File: src/rtl/nv_ram_fifo_ctrl_80x65.sv
// nv_ram_fifo_ctrl_80x65
// Valid/ready FIFO controller for an 80 x 65 two-port register-file RAM.
// The RAM has a registered read address and a registered output.
// The controller owns the write and read pointers, the occupancy counters
// and the two-stage read pipeline: re (address capture), then ore (output capture).
// Optional build macro: NV_RAM_FIFO_CTRL_80X65_PEAK_EN
//   When defined, peak_count holds the highest occ seen since reset.
//   When undefined, peak_count is tied to 0 and no peak register is built.
module nv_ram_fifo_ctrl_80x65 #(
  parameter int DEPTH = 80,
  parameter int WIDTH = 65
) (
  input  logic             clk,
  input  logic             reset,
  input  logic             wr_pvld,
  output logic             wr_prdy,
  input  logic [WIDTH-1:0] wr_pd,
  output logic             rd_pvld,
  input  logic             rd_prdy,
  output logic [WIDTH-1:0] rd_pd,
  output logic [6:0]       ram_wa,
  output logic             ram_we,
  output logic [WIDTH-1:0] ram_di,
  output logic [6:0]       ram_ra,
  output logic             ram_re,
  output logic             ram_ore,
  input  logic [WIDTH-1:0] ram_dout,
  input  logic [31:0]      pwrbus_ram_pd,
  output logic [31:0]      ram_pwrbus_ram_pd,
  output logic [6:0]       peak_count
);

  localparam logic [6:0] LAST = 7'(DEPTH - 1);
  localparam logic [6:0] FULL = 7'(DEPTH);

  logic [6:0] wr_ptr_q, wr_ptr_d;
  logic [6:0] rd_ptr_q, rd_ptr_d;
  logic [6:0] occ_q, occ_d;
  logic [6:0] avail_q, avail_d;
  logic       s1_q, s1_d;
  logic       s2_q, s2_d;
  logic       we, re, ore;

  // Handshake and RAM enables.
  // occ still counts an entry until ore moves it into the RAM output register.
  // A write slot therefore never aliases a read that is still pending.
  always_comb begin
    wr_prdy = (occ_q != FULL);
    we      = wr_pvld & wr_prdy;
    ore     = s1_q & (~s2_q | rd_prdy);
    re      = (avail_q != 7'd0) & (~s1_q | ore);
  end

  assign ram_we            = we;
  assign ram_wa            = wr_ptr_q;
  assign ram_di            = wr_pd;
  assign ram_re            = re;
  assign ram_ra            = rd_ptr_q;
  assign ram_ore           = ore;
  assign rd_pvld           = s2_q;
  assign rd_pd             = ram_dout;
  assign ram_pwrbus_ram_pd = pwrbus_ram_pd;

  // Next-state logic: pointers wrap at DEPTH-1, which is not a power of two.
  // When an increment and a decrement land in the same cycle, the count holds.
  always_comb begin
    wr_ptr_d = wr_ptr_q;
    rd_ptr_d = rd_ptr_q;
    avail_d  = avail_q;
    occ_d    = occ_q;
    s1_d     = s1_q;
    s2_d     = s2_q;
    if (we) wr_ptr_d = (wr_ptr_q == LAST) ? 7'd0 : wr_ptr_q + 7'd1;
    if (re) rd_ptr_d = (rd_ptr_q == LAST) ? 7'd0 : rd_ptr_q + 7'd1;
    case ({we, re})
      2'b10:   avail_d = avail_q + 7'd1;
      2'b01:   avail_d = avail_q - 7'd1;
      default: avail_d = avail_q;
    endcase
    case ({we, ore})
      2'b10:   occ_d = occ_q + 7'd1;
      2'b01:   occ_d = occ_q - 7'd1;
      default: occ_d = occ_q;
    endcase
    if (re)       s1_d = 1'b1;
    else if (ore) s1_d = 1'b0;
    if (ore)          s2_d = 1'b1;
    else if (rd_prdy) s2_d = 1'b0;
  end

  // Controller state register; reset clears everything except RAM contents.
  always_ff @(posedge clk or posedge reset) begin
    if (reset) begin
      wr_ptr_q <= 7'd0;
      rd_ptr_q <= 7'd0;
      avail_q  <= 7'd0;
      occ_q    <= 7'd0;
      s1_q     <= 1'b0;
      s2_q     <= 1'b0;
    end else begin
      wr_ptr_q <= wr_ptr_d;
      rd_ptr_q <= rd_ptr_d;
      avail_q  <= avail_d;
      occ_q    <= occ_d;
      s1_q     <= s1_d;
      s2_q     <= s2_d;
    end
  end

`ifdef NV_RAM_FIFO_CTRL_80X65_PEAK_EN
  logic [6:0] peak_q, peak_d;

  // High-water mark; it trails occ by one cycle and cannot exceed FULL.
  always_comb begin
    peak_d = (occ_q > peak_q) ? occ_q : peak_q;
  end

  // Peak register.
  always_ff @(posedge clk or posedge reset) begin
    if (reset) peak_q <= 7'd0;
    else       peak_q <= peak_d;
  end

  assign peak_count = peak_q;
`else
  assign peak_count = 7'd0;
`endif

endmodule

File: config.mk
export PLATFORM = sky130hd
export DESIGN_NAME = nv_ram_fifo_ctrl_80x65
export DESIGN_NICKNAME = d
export VERILOG_FILES = /design/src/rtl/nv_ram_fifo_ctrl_80x65.sv
export SDC_FILE = /design/constraint.sdc
export NUM_CORES = 1
export LEC_CHECK = 0
export BUFFER_PORTS_ARGS = -buffer_cell sky130_fd_sc_hd__buf_2
export CORE_AREA = 10 10 129 131
export DETAILED_ROUTE_END_ITERATION = 10
export DIE_AREA = 0 0 139 141
export GPL_TIMING_DRIVEN = 1
export PLACE_DENSITY = 0.55
export SYNTH_ARGS = -nofsm -noshare
export SYNTH_HDL_FRONTEND = slang
export SYNTH_SLANG_ARGS = --single-unit
File: constraint.sdc
create_clock -name clk -period 3.85 [get_ports clk]
set_clock_uncertainty 0.15 [all_clocks]
set_input_delay 0.1925 -clock clk [delete_from_list [all_inputs] [get_ports clk]]
set_output_delay 0.1925 -clock clk [all_outputs]
set_load 0.05 [all_outputs]
Word level (Yosys, flattened, before mapping)
Index checks and enable logic that the tools add are counted.

word-level totals
  register bits = 30
  latch bits = 0
  memory bits (writable) = 0
  ROM bits = 0
  bits of input ports = 166
  output and inout port bits = 188
  memories kept = 0

operators by class
  $add $sub $neg = 6
  multipliers = 0
  div/mod/pow operators = 0
  magnitude comparators = 0
  eq/ne operators = 7
  shifts and indexed selects = 0
  multiplexer cells = 8
  bitwise gates (word level) = 7
  reduce and logical (&&, ||, !) cells = 5

operators with widths
  kind                 count
  $add 7x1->7 const B  4
  $pmux 7 s2           2
  $eq 7x7->1 const B   2
  $mux 7               2
  $sub 7x1->7 const B  2
  $reduce_bool 2->1    4
  $ne 7x7->1 const B   1
  $reduce_bool 7->1    1
  $eq 2x1->1 const B   2
  $eq 2x2->1 const B   2
  $mux 1               4
  $and 1x1->1          3
  $not 1->1            2
  $or 1x1->1           2

Longest topological paths before layout
  depth after elaboration = 7
  gate-level depth with buffers = 11
  gate-level depth less buffers = 10

Worst setup path after synthesis
OpenSTA, ideal clock, no wires.

  kind = flip-flop to flip-flop
  from = reg avail_q[2]
  to = reg avail_q[6]
  setup time = 79 ps
  arrival time = 2743 ps
  slack = 878 ps
  cell stages (with the launch flop) = 11
  path buffers = 1
  period minus slack after synthesis = 2972 ps
  cells stage by stage = dfrtp_1 or4_4 o41ai_4 buf_6 inv_4 ha_1 ha_1 or2_2 o21a_1 o211ai_1 xor2_1

on the way
  cells in the longest elaborated chain, start to end = 4
  elaborated cells on any way between the ends = 8

ends and longest elaborated chain
  element                                          RTL line  text
  from (decl)                                      39        logic [6:0] avail_q, avail_d;
  from (signal assigned)                           103       avail_q <= avail_d;
  $reduce_bool 7->1 (*)                            51        re = (avail_q != 7'd0) & (~s1_q | ore);
  $and 1x1->1 (*)                                  51
  via ram_re                                       25        output logic ram_re,
  $eq 2x1->1 or $eq 2x2->1 (tied branches)         75        case ({we, re})
  $pmux 7 s2 or $reduce_bool 2->1 (tied branches)  --

The timed path passes the listed nets; every way through them passes the cells marked *.
A chain may end at the register's enable or synchronous reset.

Final worst setup path
  from = reg avail_q[2]
  to = reg avail_q[6]

on the way
  cells in the longest elaborated chain, start to end = 4
  elaborated cells on any way between the ends = 8

ends and longest elaborated chain
  element
  branches (longest 4 deep; another with $sub 7x1->7)

Parallel ways; which one is timed is not known.

==> qor.csv <==
metric,value,unit
fmax,316,MHz
clock_latency,0.27,ns
clk_path_buf_depth,2,
synth_cell_types,47,
critPathSlowestCell,or4_1,
synth_top_area_cell,buf_4,
drive_gt1_share,18.6,%
clockRootBuffer,clkbuf_16,
cp_slowest_stage_delay,0.63,ns
cp_max_fo,17,
insertedDiodeCount,0,
layout_common_cells,"30 x dfrtp_1, 22 x buf_2, 19 x nand2_1, 14 x ha_1, 11 x o21ai_0",
io_buffers,22,
final_cell_area,2440,µm²
whs,0.0599,ns
crit_chain,or4_4 > o41ai_4 > buf_4 > inv_4 > ha_1 > or4_1 > o211ai_1 > xor2_1,
fp-row-count,44,
p_total,2.01,mW
maxSlewHeadroom,49.2,%
grt-ovfl-total,0,
drt-total-wl,6040,µm
setup_ws,0.685,ns
period_share,82.2,%
synthArstFlopShare,100,%
synth_seq_area_share,23.4,%
placedCellCount,406,
finish.utilization,17.2,%
synth-edff-count,0,
drc,0,
cts_tree,built,
vdd_drop_max,0.000226,V
first_pass_iters,4,
worst-path-buf-inv,2,
syn_avg_cell_area,8.75,µm²
cp.required,3.90,ns
powerDensity,824,nW/µm²
ys.warnings.count,0,
slew_violations,0,
synth_top_cell_area_share,39.6,%
arrival,3.21,ns
synth_area_leaders,"buf_4 40%, dfrtp_1 23%, ha_1 5.5%",
cts_sinks,30,
io_pins,354,
layout_commonest_cell,dfrtp_1,
cts-buffers-inserted,5,
clk_pin_slew,0.05,ns
crit_type,reg -> reg,
syn2layout_area_growth,-23.7,%
synth-seq-cells,30,
ys.flop_type,dfrtp_1,
period_minus_slack,3.17,ns
syn_area,3200,µm²
grt_pass1_wl,9590,µm
ant_nets,0,
postCtsSetupBuffers,0,
grt_pass1_vias,1795,
start_kind,register,
hp-class,in -> reg,
htreeDepth,2,
die_area,19600,µm²
placed_area,2280,µm²
rsz0062_at_grt,no,
coreArea,14200,µm²
dp_hpwl,4800,µm
track_usage,5.94,%
fin_nets,412,
detail_route.iter0.violations,65,
cts_resized,0,
drv_cap,0,
status,completed,
tightest_slew,0.761,ns
wl_per_cell,14.6,µm
netlist_instances,366,
final_cell_count_no_fill,415,
grt_max_degree,20,
hold_violations,0,
fillers,1609,
antenna_found_initial,0,
die_w,139,µm
viasPerCell,4.21,
end_kind,register,
place_congestion,0.771,
pre_cts_slack,0.681,ns
die_h,141,µm
setup-tns-final,0,ns
start_util,22.5,%
p_leak,1.09,nW
vias,1747,
cp_top_family,simple AND/OR/NAND/NOR gates,
setup_viol,0,
[worst reg2reg max path: stages (launching register included)]
cell and delay, ns:
dfrtp_1 0.39, or4_4 0.57, o41ai_4 0.22, buf_4 0.23, inv_4 0.06, ha_1 0.48, or4_1 0.63, o211ai_1 0.22
xor2_1 0.15
[layout make-up]
cell class	count	area, µm²	share of cell area, %
tap	184	230	9.43
clock inverter	1	5.00	0.205
inverter	10	40.0	1.64
multi-input combinational	158	1140	46.6
timing repair buffer	25	135	5.53
clock buffer	7	143	5.84
sequential	30	751	30.7
[routing by layer]
metal / global-route usage, % / wire [µm] / up-vias
li1: - / - / 777
met1: 5.66 / 2180 / 790
met2: 8.59 / 2570 / 101
met3: 3.86 / 822 / 79
met4: 5.55 / 465 / 0
met5: 0 / 0 / -
[sequential cells by signal, summed over array words and instances (netlist names)]
name,flops
avail_q,7
occ_q,7
ram_ra,7
s1_q,1
ram_wa,7
rd_pvld,1
[cells by family (layout without fill, tap and decap cells)]
logic type,Yosys count,count (layout),synth area share (%)
other,1,7,0.117
multiplexers,1,1,0.313
buffers and inverters,184,43,41.7
AO/OA/AOI/OAI,50,50,11.8
XOR/XNOR,12,12,3.28
flip-flops,30,30,23.4
AND/OR/NAND/NOR,72,72,12.6
adder cells (fa/ha/maj),16,16,6.72
[repair_timing]
item	in CTS	in global routing
hold endpoints to repair	18	0
hold buffers	1	0
endpoints found under the setup margin	0	0
[cells in the mapped netlist (all sizes together) (2+ instances only)]
cell type and number:
o31ai 3, ha 14, a311oi 2, nor2 7, clkbuf 3, nand2b 4, or2 3, o2111ai 2
buf 171, o211ai 4, a21o 9, xor2 8, nand3b 5, nor2b 6, a31o 2, nor3b 3
fa 2, a21oi 4, xnor2 4, nor4b 2, o21ai 12, or4 4, a211oi 2, nor3 7
nand2 20, o31a 2, nand3 6, o21a 4, dfrtp 30, inv 10
[power by group]
group / switching [mW] / internal, mW / total, mW / leakage (nW)
clock network: 0.133 / 0.256 / 0.388 / 0.0739
registers: 0.169 / 0.457 / 0.626 / 0.359
logic: 0.636 / 0.361 / 0.997 / 0.654
[path summary, 6_finish.rpt]
check                                          to                    from  slack [ns]  cells after the start
setup / recovery           avail_q[6]$_DFFE_PP0P_  avail_q[2]$_DFFE_PP0P_        0.68                      8
hold / removal                rd_pvld$_DFFE_PP0P_                 rd_prdy        0.06                      3
setup reg to reg           avail_q[6]$_DFFE_PP0P_  avail_q[2]$_DFFE_PP0P_        0.68                      8
hold reg to reg              occ_q[6]$_DFFE_PP0P_    occ_q[6]$_DFFE_PP0P_        0.34                      1
max in group asynchronous   ram_ra[5]$_DFFE_PP0P_                   reset        2.43                      4
min in group asynchronous  avail_q[5]$_DFFE_PP0P_                   reset        0.46                      3
Note: power is estimated with default switching activity, not from simulation.
